<file path="src/rtl/line_buffer_controller_if.sv">
// Pixel input and line-buffer/matrix output bundle for line_buffer_controller.
// slave: controller side (drives O_*); master: pixel source / buffer side.
interface line_buffer_controller_if #(
  parameter int P_COLUMNS     = 640,
  parameter int P_IMAGE_ROWS  = 480,
  parameter int P_ROWS        = 3,
  parameter int P_PIXEL_DEPTH = 8
);
  logic [P_PIXEL_DEPTH-1:0]        I_PIXEL;
  logic                            I_PIXEL_VALID;
  logic                            O_PIXEL_READY;
  logic [$clog2(P_COLUMNS)-1:0]    O_FB_COLUMN;
  logic [$clog2(P_ROWS)-1:0]       O_FB_ROW;
  logic [P_PIXEL_DEPTH-1:0]        O_FB_PIXEL;
  logic                            O_FB_WRITE_ENABLE;
  logic                            O_FB_READ_ENABLE;
  logic                            O_MATRIX_VALID;
  logic [$clog2(P_COLUMNS)-1:0]    O_CENTER_COLUMN;
  logic [$clog2(P_IMAGE_ROWS)-1:0] O_CENTER_ROW;
  logic                            O_BORDER;
  logic                            O_FRAME_DONE;

  modport slave (
    input  I_PIXEL, I_PIXEL_VALID,
    output O_PIXEL_READY, O_FB_COLUMN, O_FB_ROW, O_FB_PIXEL,
    output O_FB_WRITE_ENABLE, O_FB_READ_ENABLE, O_MATRIX_VALID,
    output O_CENTER_COLUMN, O_CENTER_ROW, O_BORDER, O_FRAME_DONE
  );

  modport master (
    output I_PIXEL, I_PIXEL_VALID,
    input  O_PIXEL_READY, O_FB_COLUMN, O_FB_ROW, O_FB_PIXEL,
    input  O_FB_WRITE_ENABLE, O_FB_READ_ENABLE, O_MATRIX_VALID,
    input  O_CENTER_COLUMN, O_CENTER_ROW, O_BORDER, O_FRAME_DONE
  );
endinterface

</file>
<file path="src/rtl/line_buffer_controller.sv">
// Line-buffer controller: writes raster pixels into a P_ROWS-slot buffer and
// reads back the previous row to present 3-row matrix centres.
// Ports: I_CLK, I_RESET (sync, active high), bus (slave modport: pixel
// handshake in, buffer strobes/address/data and matrix centre out).
// Optional: LINE_BUFFER_CONTROLLER_FRAME_COUNT_EN adds O_FRAME_COUNT[15:0].
module line_buffer_controller #(
  parameter int P_COLUMNS     = 640,
  parameter int P_IMAGE_ROWS  = 480,
  parameter int P_ROWS        = 3,
  parameter int P_PIXEL_DEPTH = 8
) (
  input  logic I_CLK,
  input  logic I_RESET,
  line_buffer_controller_if.slave bus
`ifdef LINE_BUFFER_CONTROLLER_FRAME_COUNT_EN
  ,
  output logic [15:0] O_FRAME_COUNT
`endif
);
  localparam int CW = $clog2(P_COLUMNS);
  localparam int RW = $clog2(P_ROWS);
  localparam int IW = $clog2(P_IMAGE_ROWS);
  localparam int DW = P_PIXEL_DEPTH;
  localparam logic [CW-1:0] C_LAST = CW'(P_COLUMNS - 1);
  localparam logic [IW-1:0] R_LAST = IW'(P_IMAGE_ROWS - 1);
  localparam logic [RW-1:0] S_LAST = RW'(P_ROWS - 1);

  typedef enum logic [1:0] {
    S_ACCEPT, S_WRITE, S_READ, S_READ_LAST
  } state_t;

  state_t state_q, state_d;

  // Image position of the pixel currently in flight
  logic [CW-1:0] col_q, col_d;
  logic [IW-1:0] row_q, row_d;
  logic [RW-1:0] slot_q, slot_d;

  logic          ready_q, ready_d;
  logic [CW-1:0] fb_col_q, fb_col_d;
  logic [RW-1:0] fb_row_q, fb_row_d;
  logic [DW-1:0] fb_pix_q, fb_pix_d;
  logic          we_q, we_d;
  logic          re_q, re_d;
  logic          mv_q, mv_d;
  logic [CW-1:0] ctr_col_q, ctr_col_d;
  logic [IW-1:0] ctr_row_q, ctr_row_d;
  logic          border_q, border_d;
  logic          done_q, done_d;

  logic          hs;
  logic          last_col;
  logic          last_row;
  logic          advance;
  logic [RW-1:0] prev_slot;
  logic [CW-1:0] prev_col;

  always_comb begin
    hs        = bus.I_PIXEL_VALID & ready_q;
    last_col  = (col_q == C_LAST);
    last_row  = (row_q == R_LAST);
    prev_slot = (slot_q == '0) ? S_LAST : slot_q - RW'(1);
    prev_col  = col_q - CW'(1);

    state_d   = state_q;
    col_d     = col_q;
    row_d     = row_q;
    slot_d    = slot_q;
    ready_d   = 1'b0;
    fb_col_d  = '0;
    fb_row_d  = '0;
    fb_pix_d  = '0;
    we_d      = 1'b0;
    re_d      = 1'b0;
    mv_d      = 1'b0;
    ctr_col_d = '0;
    ctr_row_d = '0;
    border_d  = 1'b0;
    done_d    = 1'b0;
    advance   = 1'b0;

    unique case (state_q)
      S_ACCEPT: begin
        // ready_q is low for the first cycle out of reset
        ready_d = 1'b1;
        if (hs) begin
          state_d  = S_WRITE;
          ready_d  = 1'b0;
          we_d     = 1'b1;
          fb_row_d = slot_q;
          fb_col_d = col_q;
          fb_pix_d = bus.I_PIXEL;
        end
      end
      S_WRITE: begin
        if (row_q >= IW'(2) && col_q != '0) begin
          state_d  = S_READ;
          re_d     = 1'b1;
          fb_row_d = prev_slot;
          fb_col_d = prev_col;
        end else begin
          advance = 1'b1;
        end
      end
      S_READ: begin
        mv_d      = 1'b1;
        ctr_row_d = row_q - IW'(1);
        ctr_col_d = prev_col;
        border_d  = (prev_col == '0);
        if (last_col) begin
          state_d  = S_READ_LAST;
          re_d     = 1'b1;
          fb_row_d = prev_slot;
          fb_col_d = C_LAST;
        end else begin
          advance = 1'b1;
        end
      end
      S_READ_LAST: begin
        mv_d      = 1'b1;
        ctr_row_d = row_q - IW'(1);
        ctr_col_d = C_LAST;
        border_d  = 1'b1;
        advance   = 1'b1;
      end
      default: ;
    endcase

    // Pixel finished: step to next raster position
    if (advance) begin
      state_d = S_ACCEPT;
      ready_d = 1'b1;
      if (last_col) begin
        col_d = '0;
        if (last_row) begin
          row_d  = '0;
          slot_d = '0;
          done_d = 1'b1;
        end else begin
          row_d  = row_q + IW'(1);
          slot_d = (slot_q == S_LAST) ? '0 : slot_q + RW'(1);
        end
      end else begin
        col_d = col_q + CW'(1);
      end
    end
  end

  always_ff @(posedge I_CLK) begin
    if (I_RESET) begin
      state_q   <= S_ACCEPT;
      col_q     <= '0;
      row_q     <= '0;
      slot_q    <= '0;
      ready_q   <= 1'b0;
      fb_col_q  <= '0;
      fb_row_q  <= '0;
      fb_pix_q  <= '0;
      we_q      <= 1'b0;
      re_q      <= 1'b0;
      mv_q      <= 1'b0;
      ctr_col_q <= '0;
      ctr_row_q <= '0;
      border_q  <= 1'b0;
      done_q    <= 1'b0;
    end else begin
      state_q   <= state_d;
      col_q     <= col_d;
      row_q     <= row_d;
      slot_q    <= slot_d;
      ready_q   <= ready_d;
      fb_col_q  <= fb_col_d;
      fb_row_q  <= fb_row_d;
      fb_pix_q  <= fb_pix_d;
      we_q      <= we_d;
      re_q      <= re_d;
      mv_q      <= mv_d;
      ctr_col_q <= ctr_col_d;
      ctr_row_q <= ctr_row_d;
      border_q  <= border_d;
      done_q    <= done_d;
    end
  end

  assign bus.O_PIXEL_READY     = ready_q;
  assign bus.O_FB_COLUMN       = fb_col_q;
  assign bus.O_FB_ROW          = fb_row_q;
  assign bus.O_FB_PIXEL        = fb_pix_q;
  assign bus.O_FB_WRITE_ENABLE = we_q;
  assign bus.O_FB_READ_ENABLE  = re_q;
  assign bus.O_MATRIX_VALID    = mv_q;
  assign bus.O_CENTER_COLUMN   = ctr_col_q;
  assign bus.O_CENTER_ROW      = ctr_row_q;
  assign bus.O_BORDER          = border_q;
  assign bus.O_FRAME_DONE      = done_q;

`ifdef LINE_BUFFER_CONTROLLER_FRAME_COUNT_EN
  logic [15:0] fcnt_q, fcnt_d;

  always_comb begin
    fcnt_d = done_d ? fcnt_q + 16'd1 : fcnt_q;
  end

  always_ff @(posedge I_CLK) begin
    if (I_RESET) fcnt_q <= '0;
    else         fcnt_q <= fcnt_d;
  end

  assign O_FRAME_COUNT = fcnt_q;
`endif
endmodule

</file>
<file path="src/flat_wrapper.sv">
// flat-port wrapper written by rule: the top's interface ports become plain ports
module line_buffer_controller_flat 
#(
  parameter int P_COLUMNS     = 640,
  parameter int P_IMAGE_ROWS  = 480,
  parameter int P_ROWS        = 3,
  parameter int P_PIXEL_DEPTH = 8
)
  (I_CLK, I_RESET, bus_I_PIXEL, bus_I_PIXEL_VALID, bus_O_PIXEL_READY, bus_O_FB_COLUMN, bus_O_FB_ROW, bus_O_FB_PIXEL, bus_O_FB_WRITE_ENABLE, bus_O_FB_READ_ENABLE, bus_O_MATRIX_VALID, bus_O_CENTER_COLUMN, bus_O_CENTER_ROW, bus_O_BORDER, bus_O_FRAME_DONE);
  line_buffer_controller_if #(.P_COLUMNS(P_COLUMNS), .P_IMAGE_ROWS(P_IMAGE_ROWS), .P_ROWS(P_ROWS), .P_PIXEL_DEPTH(P_PIXEL_DEPTH)) bus_i ();
  input  logic I_CLK;
  input  logic I_RESET;
  input wire logic [$bits(bus_i.I_PIXEL)-1:0] bus_I_PIXEL;
  input wire logic [$bits(bus_i.I_PIXEL_VALID)-1:0] bus_I_PIXEL_VALID;
  output wire logic [$bits(bus_i.O_PIXEL_READY)-1:0] bus_O_PIXEL_READY;
  output wire logic [$bits(bus_i.O_FB_COLUMN)-1:0] bus_O_FB_COLUMN;
  output wire logic [$bits(bus_i.O_FB_ROW)-1:0] bus_O_FB_ROW;
  output wire logic [$bits(bus_i.O_FB_PIXEL)-1:0] bus_O_FB_PIXEL;
  output wire logic [$bits(bus_i.O_FB_WRITE_ENABLE)-1:0] bus_O_FB_WRITE_ENABLE;
  output wire logic [$bits(bus_i.O_FB_READ_ENABLE)-1:0] bus_O_FB_READ_ENABLE;
  output wire logic [$bits(bus_i.O_MATRIX_VALID)-1:0] bus_O_MATRIX_VALID;
  output wire logic [$bits(bus_i.O_CENTER_COLUMN)-1:0] bus_O_CENTER_COLUMN;
  output wire logic [$bits(bus_i.O_CENTER_ROW)-1:0] bus_O_CENTER_ROW;
  output wire logic [$bits(bus_i.O_BORDER)-1:0] bus_O_BORDER;
  output wire logic [$bits(bus_i.O_FRAME_DONE)-1:0] bus_O_FRAME_DONE;
  assign bus_i.I_PIXEL = bus_I_PIXEL;
  assign bus_i.I_PIXEL_VALID = bus_I_PIXEL_VALID;
  assign bus_O_PIXEL_READY = bus_i.O_PIXEL_READY;
  assign bus_O_FB_COLUMN = bus_i.O_FB_COLUMN;
  assign bus_O_FB_ROW = bus_i.O_FB_ROW;
  assign bus_O_FB_PIXEL = bus_i.O_FB_PIXEL;
  assign bus_O_FB_WRITE_ENABLE = bus_i.O_FB_WRITE_ENABLE;
  assign bus_O_FB_READ_ENABLE = bus_i.O_FB_READ_ENABLE;
  assign bus_O_MATRIX_VALID = bus_i.O_MATRIX_VALID;
  assign bus_O_CENTER_COLUMN = bus_i.O_CENTER_COLUMN;
  assign bus_O_CENTER_ROW = bus_i.O_CENTER_ROW;
  assign bus_O_BORDER = bus_i.O_BORDER;
  assign bus_O_FRAME_DONE = bus_i.O_FRAME_DONE;
  line_buffer_controller #(.P_COLUMNS(P_COLUMNS), .P_IMAGE_ROWS(P_IMAGE_ROWS), .P_ROWS(P_ROWS), .P_PIXEL_DEPTH(P_PIXEL_DEPTH)) u_core (.I_CLK(I_CLK), .I_RESET(I_RESET), .bus(bus_i));
endmodule
</file>
<file path="config.mk">
export PLATFORM = sky130hd
export DESIGN_NAME = line_buffer_controller_flat
export DESIGN_NICKNAME = d
export VERILOG_FILES = /design/src/rtl/line_buffer_controller_if.sv /design/src/rtl/line_buffer_controller.sv /design/src/flat_wrapper.sv
export SDC_FILE = /design/constraint.sdc
export NUM_CORES = 1
export LEC_CHECK = 0
export CAP_MARGIN = 30
export CELL_PAD_IN_SITES_DETAIL_PLACEMENT = 1
export CELL_PAD_IN_SITES_GLOBAL_PLACEMENT = 2
export CORE_MARGIN = 2
export CORE_UTILIZATION = 31
export CTS_BUF_LIST = sky130_fd_sc_hd__clkbuf_16
export CTS_CLUSTER_DIAMETER = 30
export DETAILED_ROUTE_END_ITERATION = 16
export PLACE_DENSITY_LB_ADDON = 0.1
export REMOVE_ABC_BUFFERS = 1
export SLEW_MARGIN = 30
export SYNTH_ARGS = -nofsm -noshare
export SYNTH_HDL_FRONTEND = slang
export SYNTH_SLANG_ARGS = --single-unit
</file>
<file path="constraint.sdc">
create_clock -name I_CLK -period 3.3 [get_ports I_CLK]
set_input_delay 0.495 -clock I_CLK [delete_from_list [all_inputs] [get_ports I_CLK]]
set_output_delay 0.495 -clock I_CLK [all_outputs]
set_load 0.03 [all_outputs]
</file>
==> results of run 1 <==
[worst paths after layout]
path	to	slack (ns)	depth (start not counted)
worst max register to register	u_core.row_q[7]	0.62	7
worst min-delay path	u_core.bus.O_FB_ROW[1]	0.48	2
worst max-delay path	u_core.row_q[7]	0.62	7
worst min register to register	u_core.bus.O_FB_ROW[1]	0.48	2
[layout make-up]
class | count | area [sq um] | share of cell area
tap | 136 | 170.2 | 0.04083
timing repair buffer | 60 | 588.1 | 0.1411
inverter | 17 | 63.81 | 0.01531
clock inverter | 7 | 98.84 | 0.02372
sequential | 68 | 1361 | 0.3266
clock buffer | 9 | 225.2 | 0.05404
multi-input combinational | 267 | 1660 | 0.3984
[state kept, by name, indices dropped and copies added, names as in the netlist]
signal                        count
u_core.bus.O_BORDER               1
u_core.bus.O_FB_WRITE_ENABLE      1
u_core.slot_q                     2
u_core.row_q                      9
u_core.bus.O_MATRIX_VALID         1
u_core.bus.O_FB_ROW               2
u_core.bus.O_CENTER_ROW           9
u_core.bus.O_PIXEL_READY          1
u_core.bus.O_FB_PIXEL             8
u_core.bus.O_FRAME_DONE           1
u_core.bus.O_FB_READ_ENABLE       1
u_core.col_q                     10
u_core.bus.O_CENTER_COLUMN       10
u_core.state_q                    2
u_core.bus.O_FB_COLUMN           10
[worst max-delay path, delay by kind of cell, from the launching register on]
| kind | cells | cell delay (ns) |
|---|---|---|
| DFF | 1 | 0.42 |
| AOI/OAI and AO/OA | 2 | 0.74 |
| adders and majority gates | 1 | 0.21 |
| and+or+nand+nor | 3 | 1.12 |
| buffers and inverters | 1 | 0.12 |
[synthesized netlist by cell type, types with 2 or more instances]
cell type	number	area share
dfxtp_1	68	0.43
nor2_1	37	0.044
a21oi_1	36	0.057
nand2_1	31	0.036
clkbuf_1	22	0.026
o21ai_0	18	0.028
inv_1	17	0.020
nand3_1	17	0.027
ha_1	16	0.063
and3_1	12	0.024
or3_1	9	0.018
xnor2_1	9	0.025
nand4_1	6	0.012
nor4_1	6	0.012
a31oi_1	5	0.0098
nor3_1	5	0.0078
o31ai_1	5	0.012
and2_1	4	0.0078
nand2b_1	4	0.0078
or4_1	4	0.0094
a221oi_1	3	0.0082
a311oi_1	3	0.0082
and3b_1	3	0.0082
nor3b_1	3	0.0071
or2_2	3	0.0059
xor2_1	3	0.0082
a31o_2	2	0.0055
nor2b_1	2	0.0039
nor4bb_1	2	0.0063
[logic make-up after synthesis]
| group | synth area share |
|---|---|
| buf+inv | 0.05219 |
| flops | 0.4270 |
| simple gates | 0.2618 |
| mux | 0.003140 |
| compound gates | 0.1601 |
| xor+xnor | 0.03297 |
| fa+ha+maj | 0.06279 |
[power breakdown]
group	total [mW]	switching [mW]	internal, mW	leakage (nW)
clock	1.05	0.387	0.667	0.156
combinational	0.719	0.451	0.268	0.840
sequential	0.935	0.0439	0.892	0.549
[per-layer routing]
metal / part of all wire / global-route usage / wire length (microns) / up-vias
li1: - / - / - / 1422
met1: 0.50 / 0.2314 / 4458 / 1329
met2: 0.44 / 0.2608 / 3848 / 69
met3: 0.043 / 0.02845 / 376 / 14
met4: 0.018 / 0.07048 / 160 / 0
met5: 0 / 0 / 0 / -
[metrics by stage]
step                      worst slack, ns  utilization
final                              0.6158       0.4111
after global routing               0.3755       0.4111
after CTS                          0.6035       0.4111
after detailed placement           0.6250       0.3791
after global placement             0.7205       0.3791
after floorplan                    0.9274            -
==> flow_summary_export.csv, run 1 <==
group,metric,value,unit
clocking,clockBufferDepth,2,
layout,final_layout_size_suffix_gt1_frac,0.06776,
sta,hold_violations,0,
critical_path,path_class,"reg2reg",
placed_design,placed_cells,548,
floorplan,fp.dieW,105.4,microns
clocking,post_cts_resized,0,
power,power_density,649.9,mW/mm^2
routing,drc,0,
clocking,clk_pin_slew,0.06,ns
clocking,numCtsBuffers,9,
global_routing,antenna_found_initial,0,
critical_path,arrival,2.95,ns
layout,areaGrowthSynthToFinish,30.73,%
sta,tightest_slew,0.9249,ns
routing,post_drt_wl_per_cell,15.68,microns
synth,synth_area_per_cell,8.456,sq um
sta,clock-skew-final,0.006648,ns
floorplan,chipHeight,105.4,microns
clocking,cts-htree-levels,3,
routing,drt_first_pass_iters,4,
clocking,cts-hold-fix-buffers,0,
hold_path,hp-start,"u_core.slot_q[1]",
power,finalPower,2.709,mW
floorplan,ios,56,
synth,synth_seq_cells,68,
synth,synth_edf_count,0,
synth,yosysWarnings,0,
clocking,cts.sinks,68,
layout,instances_no_fill,564,
global_routing,grt_max_degree,20,
sta,finalSetupViolCount,0,
layout,final_cell_mix,"dfxtp_1, clkdlybuf4s50_1, nor2_1",
critical_path,crit_slowest_cell,"a311o_1",
critical_path,regToRegStartpoint,"u_core.row_q[0]",
sta,finalCriticalPeriod,2.684,ns
global_routing,grt_usage,0.1685,
sta,slew_headroom,0.3793,
critical_path,critPathCaptureType,"flop",
placed_design,place_congestion,0.7851,
sta,max_freq,372.6,MHz
floorplan,initial_utilization,0.3145,
placed_design,placed_area,0.003844,sq mm
critical_path,start_kind,"flop",
sta,slew_viol_final,0,
outcome,outcome,"finished clean",
sta,whs,0.4803,ns
layout,final_area,0.004168,sq mm
floorplan,placeableCoreArea,0.01014,sq mm
clocking,post_cts_buffers,0,
layout,layout.nets,450,
power,ir_drop,0.2574,mV
clocking,clock-root-buffer,"clkbuf_16",
sta,setup_tns,0,ns
synth,yosys.cell_types.count,51,
sta,period_share,0.8134,
placed_design,portBuffers,55,
clocking,tritoncts,"built",
hold_path,hp-class,"reg2reg",
synth,synth_area,0.003188,sq mm
placed_design,dp_hpwl,6419,microns
layout,diodes,0,
synth,synthArstFlopShare,0,
routing,drt_iter0_drc,92,
floorplan,row_count,37,
routing,ant_nets,0,
synth,synthFlopType,"dfxtp_1",
synth,synth_cells,377,
global_routing,grt_pass1_vias,2855,
floorplan,die-area,0.01111,sq mm
critical_path,max_stage_delay,0.58,ns
global_routing,grt_pass1_wl,14820,microns
routing,vias_per_cell,5.025,
clocking,clock_latency,0.33,ns
critical_path,startpoint,"u_core.row_q[0]",
critical_path,required,3.56,ns
layout,final_common_cell,"dfxtp_1",
power,p_leak,1.546,nW
global_routing,grt_overflow_total,0,
layout,fillCellCount,1166,
routing,vias,2834,
routing,routed_wl,8844,microns
critical_path,worstPathMaxFanout,15,
critical_path,crit_path_cell_trace,"inv_1, ha_1, nor4_1, nand4b_1, a311o_1, or4_1, a21oi_1",
run,maxCapViolCount,0,
sta,grt_setup_unrepaired,"no",
synth,yosysSeqAreaShare,0.4270,
Note: power is estimated with default switching activity, not from simulation.
==> run 2: changes to the inputs <==
Settings changed: CORE_UTILIZATION 31 to 28.
Clock period 3.3 ns to 2.3 ns, I/O delays scaled along.
==> run 2 against run 1 <==
Net effect:
- first-iteration DRC count rose by 34%
- flip-flop and latch count unchanged
- register-to-register slack worse by 0.59 ns
- sequential power is 40% higher
- count of clock-buffer cells in the layout unchanged
- core utilization rose by 1.1 points
- maximum frequency rose by 18%
- clock power up 40%
- total power grew 49%
- final area rose by 11%
- clock skew decreased by 0.0028 ns
- largest cell class unchanged
- largest power group unchanged
==> flow_summary_export.csv, run 2 (synthesis results as in run 1) <==
group,metric,value,unit
outcome,outcome,"finished clean",
routing,drt_iter0_drc,123,
critical_path,regToRegStartpoint,"u_core.col_q[2]",
power,power_density,871.7,mW/mm^2
sta,worst_slack,0.02752,ns
global_routing,grt_pass1_vias,3126,
placed_design,dp_slack,-0.07947,ns
global_routing,grt_overflow_total,0,
sta,period_share,0.9880,
global_routing,antenna_found_initial,0,
layout,diodes,0,
routing,vias_per_cell,4.998,
critical_path,worstPathMaxFanout,6,
critical_path,critPathCaptureType,"flop",
layout,final_common_cell,"dfxtp_1",
run,maxCapViolCount,0,
layout,final_cell_mix,"dfxtp_1, clkdlybuf4s50_1, buf_4",
clocking,numCtsBuffers,9,
sta,slew_viol_final,0,
floorplan,chipHeight,110.7,microns
global_routing,grt.busiest_layer,"met2",
global_routing,grtUsageMet1,0.2205,
sta,clock-skew-final,0.003870,ns
floorplan,initial_utilization,0.2903,
clocking,clock_latency,0.33,ns
clocking,tritoncts,"built",
routing,routed_wl,10100,microns
sta,tightest_slew,0.6714,ns
routing,drt_first_pass_iters,4,
sta,hold_violations,0,
critical_path,start_kind,"flop",
layout,areaGrowthSynthToFinish,45.57,%
sta,grt_setup_unrepaired,"yes",
clocking,cts-htree-levels,3,
floorplan,row_count,38,
placed_design,dp_hpwl,7437,microns
layout,final_area,0.004641,sq mm
placed_design,place_congestion,0.8498,
layout,final_layout_size_suffix_gt1_frac,0.1983,
sta,max_freq,440.0,MHz
hold_path,hp-start,"u_core.slot_q[1]",
sta,slew_headroom,0.5524,
clocking,clock-root-buffer,"clkbuf_16",
placed_design,placed_area,0.004227,sq mm
clocking,cts.sinks,68,
critical_path,arrival,2.53,ns
routing,ant_nets,0,
critical_path,required,2.56,ns
sta,finalCriticalPeriod,2.272,ns
power,ir_drop,0.5054,mV
global_routing,grt_usage,0.1691,
routing,drc,0,
power,p_leak,1.827,nW
global_routing,grt_pass1_wl,16540,microns
routing,vias,3094,
global_routing,met3_usage,0.03937,
clocking,clk_pin_slew,0.06,ns
hold_path,hp-class,"reg2reg",
layout,instances_no_fill,619,
placed_design,portBuffers,55,
sta,finalSetupViolCount,0,
layout,layout.nets,501,
global_routing,use_met2,0.2769,
floorplan,ios,56,
critical_path,crit_slowest_cell,"or4_4",
floorplan,placeableCoreArea,0.01098,sq mm
layout,fillCellCount,1330,
global_routing,grt_max_degree,20,
placed_design,placed_cells,600,
critical_path,cp.buffers_inverters,1,
critical_path,max_stage_delay,0.56,ns
critical_path,startpoint,"u_core.col_q[2]",
critical_path,crit_family,"simple AND/OR/NAND/NOR gates",
critical_path,path_class,"reg2reg",
floorplan,die-area,0.01226,sq mm
clocking,clockBufferDepth,2,
critical_path,crit_path_cell_trace,"or4_4, nand4bb_4, a311o_1, buf_4, or3_1, a21oi_1",
floorplan,fp.dieW,110.7,microns
routing,post_drt_wl_per_cell,16.32,microns
-- run 2: worst paths after layout --
| path | to | slack [ns] | cells past startpoint |
|---|---|---|---|
| hold reg to reg | u_core.bus.O_FB_ROW[1] | 0.49 | 2 |
| setup reg to reg | u_core.row_q[8] | 0.03 | 6 |
| setup / recovery | u_core.row_q[8] | 0.03 | 6 |
| hold / removal | u_core.bus.O_FB_ROW[1] | 0.49 | 2 |
-- run 2: through the flow --
step / hold slack (ns) / utilization / power [mW] / TNS [ns]
after floorplan: 0.4141 / - / 2.036 / -0.1897
after global placement: 0.4746 / 0.3844 / 2.548 / -0.1542
after detailed placement: 0.4764 / 0.3848 / 2.575 / -0.1938
after CTS: 0.4846 / 0.4168 / 4.095 / 0
after global routing: 0.5139 / 0.4225 / 4.277 / -0.2381
final: 0.4871 / 0.4225 / 4.045 / 0
-- run 2: metal layers --
metal	routed length (microns)	up-vias	share of wire
met3	315	12	0.031
met5	0	-	0
li1	-	1521	-
met4	172	0	0.017
met1	4900	1509	0.49
met2	4714	52	0.47
-- run 2: layout make-up --
| cell class | instances | area [sq um] | area share |
|---|---|---|---|
| tap | 140 | 175.2 | 0.03775 |
| timing repair buffer | 111 | 983.4 | 0.2119 |
| clock inverter | 7 | 91.34 | 0.01968 |
| sequential | 68 | 1363 | 0.2936 |
| multi-input combinational | 267 | 1739 | 0.3748 |
| clock buffer | 9 | 225.2 | 0.04853 |
| inverter | 17 | 63.81 | 0.01375 |
-- run 2: what timing repair did --
action | 4_1_cts | 5_1_grt
hold endpoints to repair | 0 | 0
setup endpoints to repair | 6 | 9
hold buffers | 0 | 0
setup buffers | 3 | 0
pin swaps | 3 | 11
gates resized for setup | 2 | 15
-- run 2: worst min-delay path, delay by kind of cell (launching register included) --
family | cells | cell delay (ns)
simple gates | 1 | 0.06
flops | 1 | 0.32
compound gates | 1 | 0.05
-- run 2: where the power goes --
group | switching, mW | leakage (nW) | internal (mW)
combinational | 0.739 | 1.12 | 0.523
clock | 0.526 | 0.157 | 0.945
sequential | 0.0333 | 0.550 | 1.28
==> run 3: changes to the inputs <==
Settings changed: CTS_CLUSTER_DIAMETER 30 to 100.
==> results of run 3 <==
The final DEF is identical to that of run 2; final timing and power are the same.
